## src/rtl/addsub_iter_if.sv

```systemverilog
// ---------------------------------------------------------------------------
// addsub_iter_if
// Bundles the request and response signals of the iterative add/subtract
// unit so they travel together as one port.
//   master : drives start/sub/a/b and observes busy/done/result/flags
//   slave  : the arithmetic unit itself
// Signals:
//   start    request a new operation (sampled only while idle)
//   sub      0 = a+b, 1 = a-b (sampled with start)
//   a, b     operands (sampled with start)
//   busy     high while slices are being processed
//   done     one-cycle pulse when result and flags update
//   result   last completed result, held between operations
//   carry    add: carry-out of MSB; sub: borrow
//   overflow signed two's-complement overflow of last result
//   zero     last result == 0
// ---------------------------------------------------------------------------
interface addsub_iter_if #(
  parameter int WIDTH = 32
);
  logic             start;
  logic             sub;
  logic [WIDTH-1:0] a;
  logic [WIDTH-1:0] b;
  logic             busy;
  logic             done;
  logic [WIDTH-1:0] result;
  logic             carry;
  logic             overflow;
  logic             zero;

  modport master (
    output start, sub, a, b,
    input  busy, done, result, carry, overflow, zero
  );

  modport slave (
    input  start, sub, a, b,
    output busy, done, result, carry, overflow, zero
  );
endinterface

```

## src/rtl/addsub_iter.sv

```systemverilog
// ---------------------------------------------------------------------------
// addsub_iter
// Multi-cycle add/subtract unit. Operands are processed CHUNK bits per clock,
// least-significant slice first, with the inter-slice carry held in a
// register so the combinational carry chain is only CHUNK bits long.
// Subtraction is a + ~b + 1, the +1 entering as the initial carry.
// Ports:
//   clock  system clock, rising-edge
//   reset  synchronous, active-high; aborts any operation without done
//   bus    addsub_iter_if.slave (start/sub/a/b in, busy/done/result/flags out)
// Parameters:
//   WIDTH  operand/result width (>= 2)
//   CHUNK  bits per cycle; must divide WIDTH. CHUNK == WIDTH -> one slice.
// All outputs are driven straight from registers.
// ---------------------------------------------------------------------------
module addsub_iter #(
  parameter int WIDTH = 32,
  parameter int CHUNK = 8
) (
  input  logic          clock,
  input  logic          reset,
  addsub_iter_if.slave  bus
);

  localparam int SLICES = WIDTH / CHUNK;
  localparam int IDX_W  = (SLICES > 1) ? $clog2(SLICES) : 1;

  typedef enum logic {
    IDLE = 1'b0,
    RUN  = 1'b1
  } state_t;

  state_t                  state_q, state_d;
  logic [IDX_W-1:0]        idx_q;
  logic [WIDTH-1:0]        a_q, bx_q, acc_q, acc_d;
  logic                    sub_q, c_q;
  logic [CHUNK-1:0]        a_sl, b_sl;
  logic [CHUNK:0]          sum;
  logic                    accept, last;

  logic [WIDTH-1:0]        result_q;
  logic                    done_q, carry_q, ovf_q, zero_q;

  // Signed overflow: operands agree in sign but the result does not.
  function automatic logic ovf_f(input logic a_msb, input logic bx_msb,
                                 input logic r_msb);
    return (a_msb == bx_msb) && (r_msb != a_msb);
  endfunction

  assign accept = (state_q == IDLE) && bus.start;
  assign last   = (idx_q == IDX_W'(SLICES - 1));

  // ---- slice adder: one CHUNK-wide slice per cycle --------------------------
  always_comb begin
    a_sl  = a_q[int'(idx_q)*CHUNK +: CHUNK];
    b_sl  = bx_q[int'(idx_q)*CHUNK +: CHUNK];
    sum   = {1'b0, a_sl} + {1'b0, b_sl} + {{CHUNK{1'b0}}, c_q};
    acc_d = acc_q;
    acc_d[int'(idx_q)*CHUNK +: CHUNK] = sum[CHUNK-1:0];
  end

  // ---- FSM: state register -----------------------------------------------
  always_ff @(posedge clock) begin
    if (reset) state_q <= IDLE;
    else       state_q <= state_d;
  end

  // ---- FSM: next state -----------------------------------------------------
  always_comb begin
    state_d = state_q;
    case (state_q)
      IDLE:    if (bus.start) state_d = RUN;
      RUN:     if (last)      state_d = IDLE;
      default: state_d = IDLE;
    endcase
  end

  // ---- FSM: outputs ----------------------------------------------------------
  always_comb begin
    bus.busy     = (state_q == RUN);
    bus.done     = done_q;
    bus.result   = result_q;
    bus.carry    = carry_q;
    bus.overflow = ovf_q;
    bus.zero     = zero_q;
  end

  // ---- control and visible results -----------------------------------------
  // Results move only on the final slice, so partial sums never appear.
  always_ff @(posedge clock) begin
    if (reset) begin
      idx_q    <= '0;
      done_q   <= 1'b0;
      result_q <= '0;
      carry_q  <= 1'b0;
      ovf_q    <= 1'b0;
      zero_q   <= 1'b0;
    end else begin
      done_q <= 1'b0;
      if (accept) begin
        idx_q <= '0;
      end else if (state_q == RUN) begin
        idx_q <= idx_q + IDX_W'(1);
        if (last) begin
          result_q <= acc_d;
          carry_q  <= sum[CHUNK] ^ sub_q;
          ovf_q    <= ovf_f(a_q[WIDTH-1], bx_q[WIDTH-1], acc_d[WIDTH-1]);
          zero_q   <= (acc_d == '0);
          done_q   <= 1'b1;
        end
      end
    end
  end

  // ---- operand capture and accumulator (data, no reset) --------------------
  // b is inverted at capture for subtraction; the carry seed supplies the +1.
  always_ff @(posedge clock) begin
    if (accept) begin
      a_q   <= bus.a;
      bx_q  <= bus.sub ? ~bus.b : bus.b;
      sub_q <= bus.sub;
      c_q   <= bus.sub;
    end else if (state_q == RUN) begin
      acc_q <= acc_d;
      c_q   <= sum[CHUNK];
    end
  end

endmodule
```

## src/flat_wrapper.sv

```systemverilog
// flat-port wrapper written by rule: the top's interface ports become plain ports
module addsub_iter_flat 
#(
  parameter int WIDTH = 32,
  parameter int CHUNK = 8
)
  (clock, reset, bus_start, bus_sub, bus_a, bus_b, bus_busy, bus_done, bus_result, bus_carry, bus_overflow, bus_zero);
  addsub_iter_if #(.WIDTH(WIDTH)) bus_i ();
  input  logic clock;
  input  logic reset;
  input wire logic [$bits(bus_i.start)-1:0] bus_start;
  input wire logic [$bits(bus_i.sub)-1:0] bus_sub;
  input wire logic [$bits(bus_i.a)-1:0] bus_a;
  input wire logic [$bits(bus_i.b)-1:0] bus_b;
  output wire logic [$bits(bus_i.busy)-1:0] bus_busy;
  output wire logic [$bits(bus_i.done)-1:0] bus_done;
  output wire logic [$bits(bus_i.result)-1:0] bus_result;
  output wire logic [$bits(bus_i.carry)-1:0] bus_carry;
  output wire logic [$bits(bus_i.overflow)-1:0] bus_overflow;
  output wire logic [$bits(bus_i.zero)-1:0] bus_zero;
  assign bus_i.start = bus_start;
  assign bus_i.sub = bus_sub;
  assign bus_i.a = bus_a;
  assign bus_i.b = bus_b;
  assign bus_busy = bus_i.busy;
  assign bus_done = bus_i.done;
  assign bus_result = bus_i.result;
  assign bus_carry = bus_i.carry;
  assign bus_overflow = bus_i.overflow;
  assign bus_zero = bus_i.zero;
  addsub_iter #(.WIDTH(WIDTH), .CHUNK(CHUNK)) u_core (.clock(clock), .reset(reset), .bus(bus_i));
endmodule
```

## config.mk

```make
export PLATFORM = sky130hd
export DESIGN_NAME = addsub_iter_flat
export DESIGN_NICKNAME = d
export VERILOG_FILES = /design/src/rtl/addsub_iter_if.sv /design/src/rtl/addsub_iter.sv /design/src/flat_wrapper.sv
export SDC_FILE = /design/constraint.sdc
export NUM_CORES = 1
export LEC_CHECK = 0
export CAP_MARGIN = 20
export CORE_ASPECT_RATIO = 0.8
export CORE_UTILIZATION = 50
export DETAILED_ROUTE_END_ITERATION = 10
export GPL_TIMING_DRIVEN = 0
export PLACE_DENSITY_LB_ADDON = 0.15
export SLEW_MARGIN = 20
export SYNTH_ARGS = -nofsm -noshare
export SYNTH_HDL_FRONTEND = slang
export SYNTH_SLANG_ARGS = --single-unit
```

## constraint.sdc

```tcl
create_clock -name clock -period 4.7 [get_ports clock]
set_input_delay 0.705 -clock clock [delete_from_list [all_inputs] [get_ports clock]]
set_output_delay 0.705 -clock clock [all_outputs]
set_load 0.1 [all_outputs]
```

==> impl_metrics.ini <==
[status]
outcome = finished, violations left
violations = DRC

[timing]
tightest_slew_ns = 0.981
finalSetupViolCount = 0
relSlewSlack = 0.344
finClkSkew_ns = 0.00945
grt_setup_unrepaired = no
fmax_mhz = 224
timing.final.crit_share = 0.948
finalCriticalPeriod_ns = 4.46
slew_viol_final = 0
fin_hold_ws_ns = 0.499
tns_ns = 0
hold_viol_final = 0

[pwr]
clkPwrFrac = 0.416
power_density_nw_per_um2 = 400
switchingPower_mw = 0.804
p_total_mw = 3.21
p_seq_frac = 0.438
p_leak_nw = 2.82
vdd_drop_max_mv = 0.289
combPwrFrac = 0.145
p_int_mw = 2.41
power_switching_share = 0.251

[final_layout]
diodes = 0
postLayoutCoreUtil = 0.686
final_cells = 754
drive_gt1_frac = 0.109
syn2layout_area_growth_pct = 31.3
final_nets = 676

[yosys]
synthMuxAreaShare = 0.0609
synth_top_family_by_area = simple AND/OR/NAND/NOR gates
synth.most_common_cell = edfxtp_1
synthCells = 467
synth-edff-count = 98
yosys.area_share.simple = 0.110
ys.flop_type = edfxtp_1
synthAdderAreaFrac = 0.0332
synthTopCellsByArea = edfxtp_1, dfxtp_1, mux4_2, xor2_1, nor2_1
yosysTopAreaCell = edfxtp_1
synthTopCellsByCount = edfxtp_1, nor2_1, dfxtp_1, xor2_1, nor3_1
synth_compound_area_frac = 0.103
synth.avg_cell_area_sq_um = 13.1
async_flop_share = 0
ys_warn_count = 0
synth_xor_xnor_area_share = 0.0502
synth_top_area_share = 0.482
synth_seq_cells = 137
yosysSeqAreaShare = 0.610
syn-num-nets = 550
ys_types = 56
synthesis.area_sq_um = 6100

[floorplanning]
core_sq_um = 11700
start_util = 0.522
die-area_sq_um = 12700
io-pin-count = 105
fp.dieW_microns = 126
die_h_microns = 101
num_rows = 35

[setup_path]
crit_top_cell = fa_1
arrival_ns = 4.82
crit_family = simple AND/OR/NAND/NOR gates
cpPeakStageDelay_ns = 0.63
crit_chain = buf_2 > clkdlybuf4s18_2 > mux4_2 > fa_1 > inv_1 > fa_1 > xnor2_1 > a22o_4 > or4_1 > or3_1 > a2111oi_2 > a41o_1
path_buf_inv = 3
crit_fanout = 10
worstSetupStartpointType = register
setup.worst_path.class = reg -> reg
critical_path_required_ns = 5.06
cp_slowest_cell = mux4_2
critPathCaptureType = register

[grt]
grt_max_degree = 31
grt_pass1_wl_mm = 23.1
grt_pass1_vias = 4338
grt_use_total = 0.246
grt-ovfl-total = 0
antenna_found_initial = 0

[place]
dp.final_hpwl_mm = 10.4
numPortBuffers = 104
globalplace.congestion = 0.867
numPlacedInstances = 722

[cts]
ctsHoldBuffers = 0
clock_path_buffers = 2
postCtsSetupBuffers = 0
clock_sinks = 137
cts-root-buf = clkbuf_16
cts_tree = done
path_clk_slew_ns = 0.06
clock_latency_ns = 0.42
cts_made_buffers = 17
htree_levels = 4

[routing]
topRoutingLayerUsed = met4
vias = 4262
drt_first_pass_iters = 8
vias_per_cell = 5.65
wl_met3_mm = 1.08
ant_nets = 0
route.met2.wl_mm = 6.39
wl_met1_mm = 6.72
first_iter_violations = 346
wl_mm = 14.4
drc = 6
wl_per_cell_microns = 19.0

[flow_run]
drv_cap = 0

[min_path]
min_path_type = reg -> reg
worst reg2reg max path, stage by stage (launching register included):
cell and delay [ns]:
dfxtp_1 0.38, buf_2 0.22, clkdlybuf4s18_2 0.49, mux4_2 0.63
fa_1 0.46, inv_1 0.10, fa_1 0.21, xnor2_1 0.19
a22o_4 0.28, or4_1 0.53, or3_1 0.38, a2111oi_2 0.33
a41o_1 0.21
cell usage in the layout (no fill, tap or decap), drive strengths merged, types with 3 or more instances in the layout:
master	count
xnor2	3
a21oi	5
nand2	4
dfxtp	39
bufinv	3
a22o	11
or3	3
a211oi	13
edfxtp	98
nor2	62
o211ai	4
buf	12
nand3b	4
a22oi	6
xor2	32
ha	13
nor3	28
clkbuf	38
mux4	16
o21ai	5
a221oi	9
nor4	3
and2b	3
clkdlybuf4s50	104
clkinvlp	4
o2bb2ai	9
a31oi	4
inv	21
nor2b	8
clkinv	7
flip-flops by register name, indices dropped and copies added, names as in the netlist:
name / cells
u_core.sub_q: 1
u_core.bus.done: 1
u_core.bus.busy: 1
u_core.bus.carry: 1
u_core.bus.zero: 1
u_core.c_q: 1
u_core.acc_q: 32
u_core.a_q: 32
u_core.idx_q: 2
u_core.bx_q: 32
u_core.bus.result: 32
u_core.bus.overflow: 1
timing repair:
action,CTS,global route
resized for setup,3,2
cloned,0,0
setup endpoints to repair,10,2
through the flow:
| step | setup WS, ns | instance area (sq um) |
|---|---|---|
| after floorplan | 0.0602 | 6100 |
| after global placement | -1.18 | 7330 |
| after detailed placement | -0.220 | 7410 |
| after CTS | 0.190 | 8020 |
| after global routing | 0.0124 | 8020 |
| final | 0.244 | 8020 |
final timing paths:
kind                                      startpoint                    to  slack, ns  cells past startpoint
worst min register to register  u_core.bus.result[4]  u_core.bus.result[4]       0.50                      2
worst max register to register       u_core.idx_q[0]       u_core.bus.zero       0.24                     12
worst max-delay path                 u_core.idx_q[0]       u_core.bus.zero       0.24                     12
worst min-delay path            u_core.bus.result[4]  u_core.bus.result[4]       0.50                      2
power groups by stage:
| stage | clock network, mW | registers [mW] | logic [mW] |
|---|---|---|---|
| 2_1_floorplan | 0 | 1.44 | 0.270 |
| 3_3_place_gp | 0 | 1.43 | 0.435 |
| 3_5_place_dp | 0 | 1.43 | 0.456 |
| 4_1_cts | 1.35 | 1.41 | 0.464 |
| 5_1_grt | 1.40 | 1.41 | 0.505 |
| 6_report | 1.34 | 1.41 | 0.467 |
routing by layer:
layer	global-route usage	vias up
li1	-	2022
met1	0.346	2058
met2	0.370	165
met3	0.0616	17
met4	0.0976	0
met5	0	-
logic make-up after synthesis:
group / count (synthesis)
muxes: 17
xor gates and xnor gates: 35
AOI/OAI and AO/OA: 79
DFF: 137
adders and majority gates: 15
and+or+nand+nor: 133
buffers and inverters: 51
cell type report:
class                   instances  area (sq um)
plain buffers                  29           124
clock buffers                  19           433
clock inverters                13           156
fillers                       856          3670
inverters                      22          82.6
multi-input cells             279          2200
flip-flops and latches        137          3720
well taps                     148           185
repair buffers                107          1120
(Power assumes the default switching activity.)
